File: src/rtl/fence_flush_seq.sv
// Memory-ordering sequencer for FENCE / FENCE.I / SFENCE.VMA.
// Optional watchdog on the DRAIN/SYNCH waits: define FENCE_TIMEOUT_EN.
package fence_flush_pkg;
  typedef logic [15:0] asid_t;
  typedef logic [26:0] vpn_t;
  typedef enum logic [1:0] {
    NoFlush,
    FlushAll,
    FlushASID,
    FlushPage
  } tlb_flush_e;
endpackage

module fence_flush_seq
  import fence_flush_pkg::*;
#(
  parameter int MSHR_CLR_CYCLES = 2,
  parameter int TIMEOUT_CYCLES  = 1024
) (
  input  logic       clk_i,
  input  logic       rst_n_i,
  input  logic       req_valid_i,
  output logic       req_ready_o,
  input  logic [1:0] req_type_i,
  input  logic       rs1_zero_i,
  input  logic       rs2_zero_i,
  input  asid_t      asid_i,
  input  vpn_t       vpn_i,
  input  logic       abort_i,
  input  logic       lsq_empty_i,
  input  logic       l2c_update_done_i,
  output logic       stall_o,
  output logic       synch_l1dc_l2c_o,
  output logic       clr_l1tlb_mshr_o,
  output logic       clr_l2tlb_mshr_o,
  output logic       clear_dmshr_dregs_o,
  output logic       icache_flush_o,
  output tlb_flush_e L1TLB_flush_type_o,
  output tlb_flush_e L2TLB_flush_type_o,
  output asid_t      flush_asid_o,
  output vpn_t       flush_page_o,
  output logic       done_o,
  output logic       timeout_o
);

  localparam int CW = (MSHR_CLR_CYCLES > 1) ?
                      $clog2(MSHR_CLR_CYCLES) : 1;

  localparam logic [1:0] K_FENCE  = 2'd0;
  localparam logic [1:0] K_FENCEI = 2'd1;
  localparam logic [1:0] K_SFENCE = 2'd2;

  typedef enum logic [2:0] {
    S_IDLE,
    S_DRAIN,
    S_SYNCH,
    S_CLR,
    S_TLB,
    S_DONE
  } state_e;

  state_e        state_q, state_d;
  logic [1:0]    kind_q;
  logic          rs1z_q, rs2z_q;
  asid_t         asid_q;
  vpn_t          vpn_q;
  logic [CW-1:0] clr_cnt_q;
  logic          accept;
  logic          wd_hit;

  assign accept = (state_q == S_IDLE) &&
                  req_valid_i && !abort_i;

  always_ff @(posedge clk_i or negedge rst_n_i) begin
    if (!rst_n_i) begin
      state_q <= S_IDLE;
    end else begin
      state_q <= state_d;
    end
  end

  // Reserved type 3 collapses to a plain FENCE at accept time.
  always_ff @(posedge clk_i or negedge rst_n_i) begin
    if (!rst_n_i) begin
      kind_q <= K_FENCE;
      rs1z_q <= 1'b0;
      rs2z_q <= 1'b0;
      asid_q <= '0;
      vpn_q  <= '0;
    end else if (accept) begin
      kind_q <= (req_type_i == 2'd3) ? K_FENCE : req_type_i;
      rs1z_q <= rs1_zero_i;
      rs2z_q <= rs2_zero_i;
      asid_q <= asid_i;
      vpn_q  <= vpn_i;
    end
  end

  always_ff @(posedge clk_i or negedge rst_n_i) begin
    if (!rst_n_i) begin
      clr_cnt_q <= '0;
    end else if (abort_i) begin
      clr_cnt_q <= '0;
    end else if (state_q == S_SYNCH && state_d == S_CLR) begin
      clr_cnt_q <= CW'(MSHR_CLR_CYCLES - 1);
    end else if (state_q == S_CLR && clr_cnt_q != '0) begin
      clr_cnt_q <= clr_cnt_q - 1'b1;
    end
  end

`ifdef FENCE_TIMEOUT_EN
  localparam int WW = $clog2(TIMEOUT_CYCLES + 1);

  logic [WW-1:0] wd_q;
  logic          in_wait;

  assign in_wait = (state_q == S_DRAIN) || (state_q == S_SYNCH);
  assign wd_hit  = in_wait && (wd_q == WW'(TIMEOUT_CYCLES));

  always_ff @(posedge clk_i or negedge rst_n_i) begin
    if (!rst_n_i) begin
      wd_q <= '0;
    end else if (abort_i || state_d != state_q) begin
      wd_q <= '0;
    end else if (in_wait) begin
      wd_q <= wd_q + 1'b1;
    end
  end
`else
  logic unused_timeout_cfg;

  assign unused_timeout_cfg = (TIMEOUT_CYCLES > 0);
  assign wd_hit = 1'b0;
`endif

  always_comb begin
    state_d = state_q;
    unique case (state_q)
      S_IDLE:  if (req_valid_i) state_d = S_DRAIN;
      S_DRAIN: if (lsq_empty_i) state_d = S_SYNCH;
      S_SYNCH: begin
        if (l2c_update_done_i) begin
          state_d = (kind_q == K_FENCE) ? S_DONE : S_CLR;
        end
      end
      S_CLR: begin
        if (kind_q == K_FENCEI) begin
          state_d = S_DONE;
        end else if (clr_cnt_q == '0) begin
          state_d = S_TLB;
        end
      end
      S_TLB:   state_d = S_DONE;
      S_DONE:  state_d = S_IDLE;
      default: state_d = S_IDLE;
    endcase
    if (wd_hit) state_d = S_IDLE;
    if (abort_i) state_d = S_IDLE;
  end

  always_comb begin
    req_ready_o         = 1'b0;
    stall_o             = 1'b0;
    synch_l1dc_l2c_o    = 1'b0;
    clr_l1tlb_mshr_o    = 1'b0;
    clr_l2tlb_mshr_o    = 1'b0;
    clear_dmshr_dregs_o = 1'b0;
    icache_flush_o      = 1'b0;
    L1TLB_flush_type_o  = NoFlush;
    L2TLB_flush_type_o  = NoFlush;
    flush_asid_o        = '0;
    flush_page_o        = '0;
    done_o              = 1'b0;
    timeout_o           = 1'b0;
    unique case (state_q)
      S_IDLE:  req_ready_o = !abort_i;
      S_DRAIN: stall_o = 1'b1;
      S_SYNCH: begin
        stall_o          = 1'b1;
        synch_l1dc_l2c_o = 1'b1;
      end
      S_CLR: begin
        stall_o = 1'b1;
        if (kind_q == K_SFENCE) begin
          clr_l1tlb_mshr_o    = 1'b1;
          clr_l2tlb_mshr_o    = 1'b1;
          clear_dmshr_dregs_o = 1'b1;
        end else begin
          icache_flush_o = 1'b1;
        end
      end
      S_TLB: begin
        stall_o = 1'b1;
        if (rs1z_q && rs2z_q) begin
          L1TLB_flush_type_o = FlushAll;
        end else if (rs1z_q) begin
          L1TLB_flush_type_o = FlushASID;
          flush_asid_o       = asid_q;
        end else begin
          L1TLB_flush_type_o = FlushPage;
          flush_page_o       = vpn_q;
          flush_asid_o       = rs2z_q ? '0 : asid_q;
        end
        L2TLB_flush_type_o = L1TLB_flush_type_o;
      end
      S_DONE: begin
        stall_o = 1'b1;
        done_o  = !abort_i;
      end
      default: stall_o = 1'b0;
    endcase
    // A watchdog expiry ends the sequence as a (failed) completion.
    if (wd_hit) begin
      timeout_o = !abort_i;
      done_o    = !abort_i;
    end
  end

endmodule

File: config.mk
export PLATFORM = sky130hd
export DESIGN_NAME = fence_flush_seq
export DESIGN_NICKNAME = d
export VERILOG_FILES = /design/src/rtl/fence_flush_seq.sv
export SDC_FILE = /design/constraint.sdc
export NUM_CORES = 1
export LEC_CHECK = 0
export CORE_ASPECT_RATIO = 1.5
export CORE_UTILIZATION = 39
export CTS_BUF_LIST = sky130_fd_sc_hd__clkbuf_4 sky130_fd_sc_hd__clkbuf_8
export CTS_CLUSTER_DIAMETER = 80
export CTS_CLUSTER_SIZE = 40
export DETAILED_ROUTE_END_ITERATION = 6
export HOLD_SLACK_MARGIN = 0.08
export PLACE_DENSITY = 0.76
export SLEW_MARGIN = 5
export SYNTH_ARGS = -nofsm -noshare
export SYNTH_HDL_FRONTEND = slang
export SYNTH_SLANG_ARGS = --single-unit
File: constraint.sdc
create_clock -name clk_i -period 2.2 [get_ports clk_i]
set_clock_uncertainty 0.2 [all_clocks]
set_input_delay 0.66 -clock clk_i [delete_from_list [all_inputs] [get_ports clk_i]]
set_output_delay 0.66 -clock clk_i [all_outputs]
set_load 0.02 [all_outputs]
Word level (Yosys, flattened, before mapping)

Cells that the tools add are included.

Add/subtract/negate cells: 1
Equal/unequal tests: 9
Muxes and demuxes: 30
Reductions and logical operators: 10

Operator list:

| operator                                                               | count |
|---|---|
| 27-bit 2-to-1 mux                                                      | 3 |
| 16-bit 2-to-1 mux                                                      | 4 |
| 3-bit 2-to-1 mux                                                       | 7 |
| 3-bit one-hot mux with 5 select lines                                  | 1 |
| 1-bit 2-to-1 mux                                                       | 12 |
| 3-bit by 2-bit equality test with 1-bit output (second input constant) | 3 |
| 3-bit equality test (second input constant)                            | 2 |
| 2-bit 2-to-1 mux                                                       | 3 |
| 1-bit logical AND                                                      | 5 |
| 5-bit OR reduction                                                     | 1 |
| 2-bit equality test (second input constant)                            | 2 |
| 3-bit by 1-bit equality test with 1-bit output (second input constant) | 1 |
| 3-bit zero test                                                        | 1 |
| 3-bit nonzero test                                                     | 1 |
| 2-bit by 1-bit equality test with 1-bit output (second input constant) | 1 |
| 2-bit zero test                                                        | 1 |
| 1-bit zero test                                                        | 1 |
| 1-bit subtractor (second input constant)                               | 1 |

Flip-flop bits (word level): 51
Bits of input ports: 53
Output and inout port bits: 56
Logic and storage cells: 57

Depth between registers and ports, before layout

Word-level depth: 9
Gate-level depth with buffers: 7

Worst setup path after synthesis

No wires, ideal clock.

Kind: register -> output
Start: reg state_q[2]
End: out clr_l1tlb_mshr_o
Data arrival time: 1.687 ns
Slack: -0.347 ns
Cell stages (with the launch flop): 6
Path buffers: 2
Cells stage by stage: dfrtp_1 buf_4 nor2b_1 nand2_1 nor3b_1 buf_4

Word-level cells in the longest chain between the ends: 2

RTL lines:

| item                                           | RTL line | RTL |
|---|---|---|
| start: declaration                             | 62       | `state_e state_q, state_d;` |
| start signal: assignment                       | 78       | `state_q <= state_d;` |
| 3-bit by 2-bit equality test with 1-bit output | -        |  |
| 1-bit 2-to-1 mux                               | -        |  |
| end: declaration                               | 34       | `output logic clr_l1tlb_mshr_o,` |

Every way passes these cells.

Final worst setup path

Start: reg state_q[0]
End: out flush_page_o[21]

Word-level cells in the longest chain between the ends: 2

RTL lines:

| item                | RTL line | RTL |
|---|---|---|
| 3-bit equality test | 175      | `unique case (state_q)` |
| 27-bit 2-to-1 mux   | 175      |  |
| end: declaration    | 41       | `output vpn_t flush_page_o,` |

Every way passes these cells.

==> metrics.csv <==
metric;value;unit
status;finished with violations;
violations;negative setup slack;
n_fill_cell;446;
fp.dieH;99.4;microns
syn_to_final_growth;72.5;%
synthSimpleGateAreaFrac;0.173;
crit_chain;buf_6 -> nor3_4 -> buf_6 -> clkbuf_16 -> and2_4 -> buf_6;
critPathMaxFanout;4;
tritoncts;done;
synth.area.top_cells;dfrtp_1 52%, mux2_2 18%, and2_1 11%;
core;0.00613;sq mm
synth_compound_area_frac;0.0370;
wl;6.11;mm
insertion_delay;0.30;ns
wire_per_inst;14.8;microns
setup_violations;55;
dieWidth;66.9;microns
place_inst;390;
rsz0062_at_grt;yes;
grt_max_degree;52;
diodes;0;
synth.largest_area_cell;dfrtp_1;
min_period;2.48;ns
nNetsFinal;390;
yosys_warnings;0;
synth-xor-area-share;0;
cp_num_buf_inv;4;
worstReg2RegEnd;asid_q[3];
final.period_utilization;1.13;
cts-root-buf;clkbuf_8;
p_leak;1.95;nW
maxCapViolations;0;
startpoint;state_q[0];
row_count;35;
fin_cells;412;
yosysUniqueCellTypes;28;
setup_slack;-0.280;ns
portBuffers;107;
synthCells;203;
cts.clk_slew.worst_paths;0.09;ns
end_kind;output port;
cts_made_buffers;5;
synth_top_cell_area_share;0.517;
hold_buffers;0;
crit_required;1.34;ns
clock-sinks;51;
drc;0;
muxShareOfSynthArea;0.219;
routed-via-count;1973;
finalPower;2.66;mW
max_freq;403;MHz
max_stage_delay;0.45;ns
overflow;0;
p_per_area;624;mW/mm^2
rr_startpoint;state_q[0];
avgViaCountPerCell;4.79;
syn_nets;256;
grt_pass1_vias;2040;
post-dp-hpwl;3.98;mm
syn-cell-area;0.00247;sq mm
synthAdderAreaFrac;0;
start_util;0.402;
crit_path_frequent_cell;buf_6;
firstDrtPassIters;4;
synth-seq-cells;51;
slew_violations;0;
synth_top_family_by_area;multiplexers;
hold_class;input port to async pin;
die_area;0.00666;sq mm
antenna_found_initial;0;
drtIter0Drc;58;
crit_path_top_delay_cell;dfrtp_2;
ir_drop;0.000519;V
drive_gt1_frac;0.601;
ioPinCount;109;
path_delay_family;buffers and inverters;
ant_nets;0;
grt_use_total;0.196;
htreeDepth;2;
worst_setup_path_start_kind;flop;
ys_seq_area_frac;0.517;
crit_arrival;1.62;ns
holdWs;0.125;ns
place.gp.congestion;0.807;
grt_pass1_wl;9.80;mm
clock_path_buffers;2;
rrSetupSlack;0.06;ns
avgSynthCellArea;12.2;sq um
worstSetupPathType;flop to output port;
r2r_cells;8;
hold_viol_final;0;
cells by family (layout without fill, tap and decap cells):
kind of cell / after synthesis / count (layout)
AOI/OAI and AO/OA: 14 / 14
buffers and inverters: 21 / 156
muxes: 46 / 46
DFF: 51 / 51
other: 1 / 1
and+or+nand+nor: 70 / 70
per-stage QoR:
step,setup WS [ns],util,instance area (sq um),TNS [ns]
global route,-0.354,0.694,4260,-15.62
finish,-0.280,0.694,4260,-11.48
CTS,-0.250,0.684,4200,-10.83
floorplan,-0.00671,-,2500,-0.00915
detailed placement,-0.672,0.613,3760,-29.10
global placement,-0.629,0.613,3760,-28.81
cell type report:
| class | count | area (sq um) | share of cell area |
|---|---|---|---|
| clock buffer | 6 | 82.6 | 0.0194 |
| clock inverter | 2 | 35.0 | 0.00823 |
| inverter | 5 | 18.8 | 0.00441 |
| multi-input combinational | 131 | 1250 | 0.293 |
| sequential | 51 | 1280 | 0.300 |
| tap | 74 | 92.6 | 0.0218 |
| timing repair buffer | 143 | 1500 | 0.353 |
sequential cells by signal (all words and copies together) (netlist names):
| signal | flops |
|---|---|
| asid_q | 16 |
| clr_cnt_q | 1 |
| kind_q | 2 |
| rs1z_q | 1 |
| rs2z_q | 1 |
| state_q | 3 |
| vpn_q | 27 |
per-layer routing:
metal	track usage	wire length [microns]
met3	0.0447	347
met1	0.226	2320
met2	0.346	3300
met4	0.0687	138
met5	0	0
power breakdown:
part           total (mW)  switching [mW]  internal [mW]
Clock               0.673           0.304          0.368
Combinational       0.678           0.241          0.437
Sequential           1.31           0.132           1.17
timing repair:
item | 4_1_cts | 5_1_grt
gates cloned | 3 | 1
setup buffers | 14 | 1
pin swaps | 20 | 21
gates resized for setup | 382 | 15
setup endpoints to repair | 55 | 55
how the worst max path moves through the flow:
stage                             to  cells past startpoint
2_1_floorplan  L2TLB_flush_type_o[1]                      6
3_3_place_gp                  done_o                      3
3_5_place_dp                  done_o                      3
4_1_cts              flush_page_o[0]                      6
5_1_grt              flush_page_o[8]                      6
6_report            flush_page_o[21]                      6
synthesized netlist by cell type:
library cell,instances
conb_1,1
dfrtp_1,51
a41o_1,1
o32ai_1,1
nor2b_1,3
nor3_1,2
a31oi_1,1
nor3b_1,5
clkbuf_1,3
o21ai_0,4
nor2_1,4
or2_2,1
a21oi_1,4
inv_1,5
mux2i_1,1
o22ai_1,1
nand2b_1,3
nor4_4,1
nand3_1,1
nand2_1,7
buf_4,6
o21ba_2,1
and2_1,43
a32o_1,1
buf_6,3
mux2_2,39
buf_2,4
mux2_4,6
cells in the final DEF (no fill, tap or decap), drive strengths merged:
| master | n |
|---|---|
| a31oi | 1 |
| o21ai | 4 |
| buf | 91 |
| nand3 | 1 |
| nand2b | 3 |
| nor2b | 3 |
| o32ai | 1 |
| mux2i | 1 |
| dfrtp | 51 |
| o21ba | 1 |
| conb | 1 |
| a32o | 1 |
| a41o | 1 |
| nand2 | 7 |
| clkdlybuf4s50 | 50 |
| clkbuf | 7 |
| and2 | 43 |
| o22ai | 1 |
| nor4 | 1 |
| nor3b | 5 |
| nor3 | 2 |
| bufinv | 1 |
| nor2 | 4 |
| dlygate4sd2 | 1 |
| or2 | 1 |
| mux2 | 45 |
| inv | 5 |
| clkinv | 1 |
| a21oi | 4 |
Note: power is estimated with default switching activity, not from simulation.
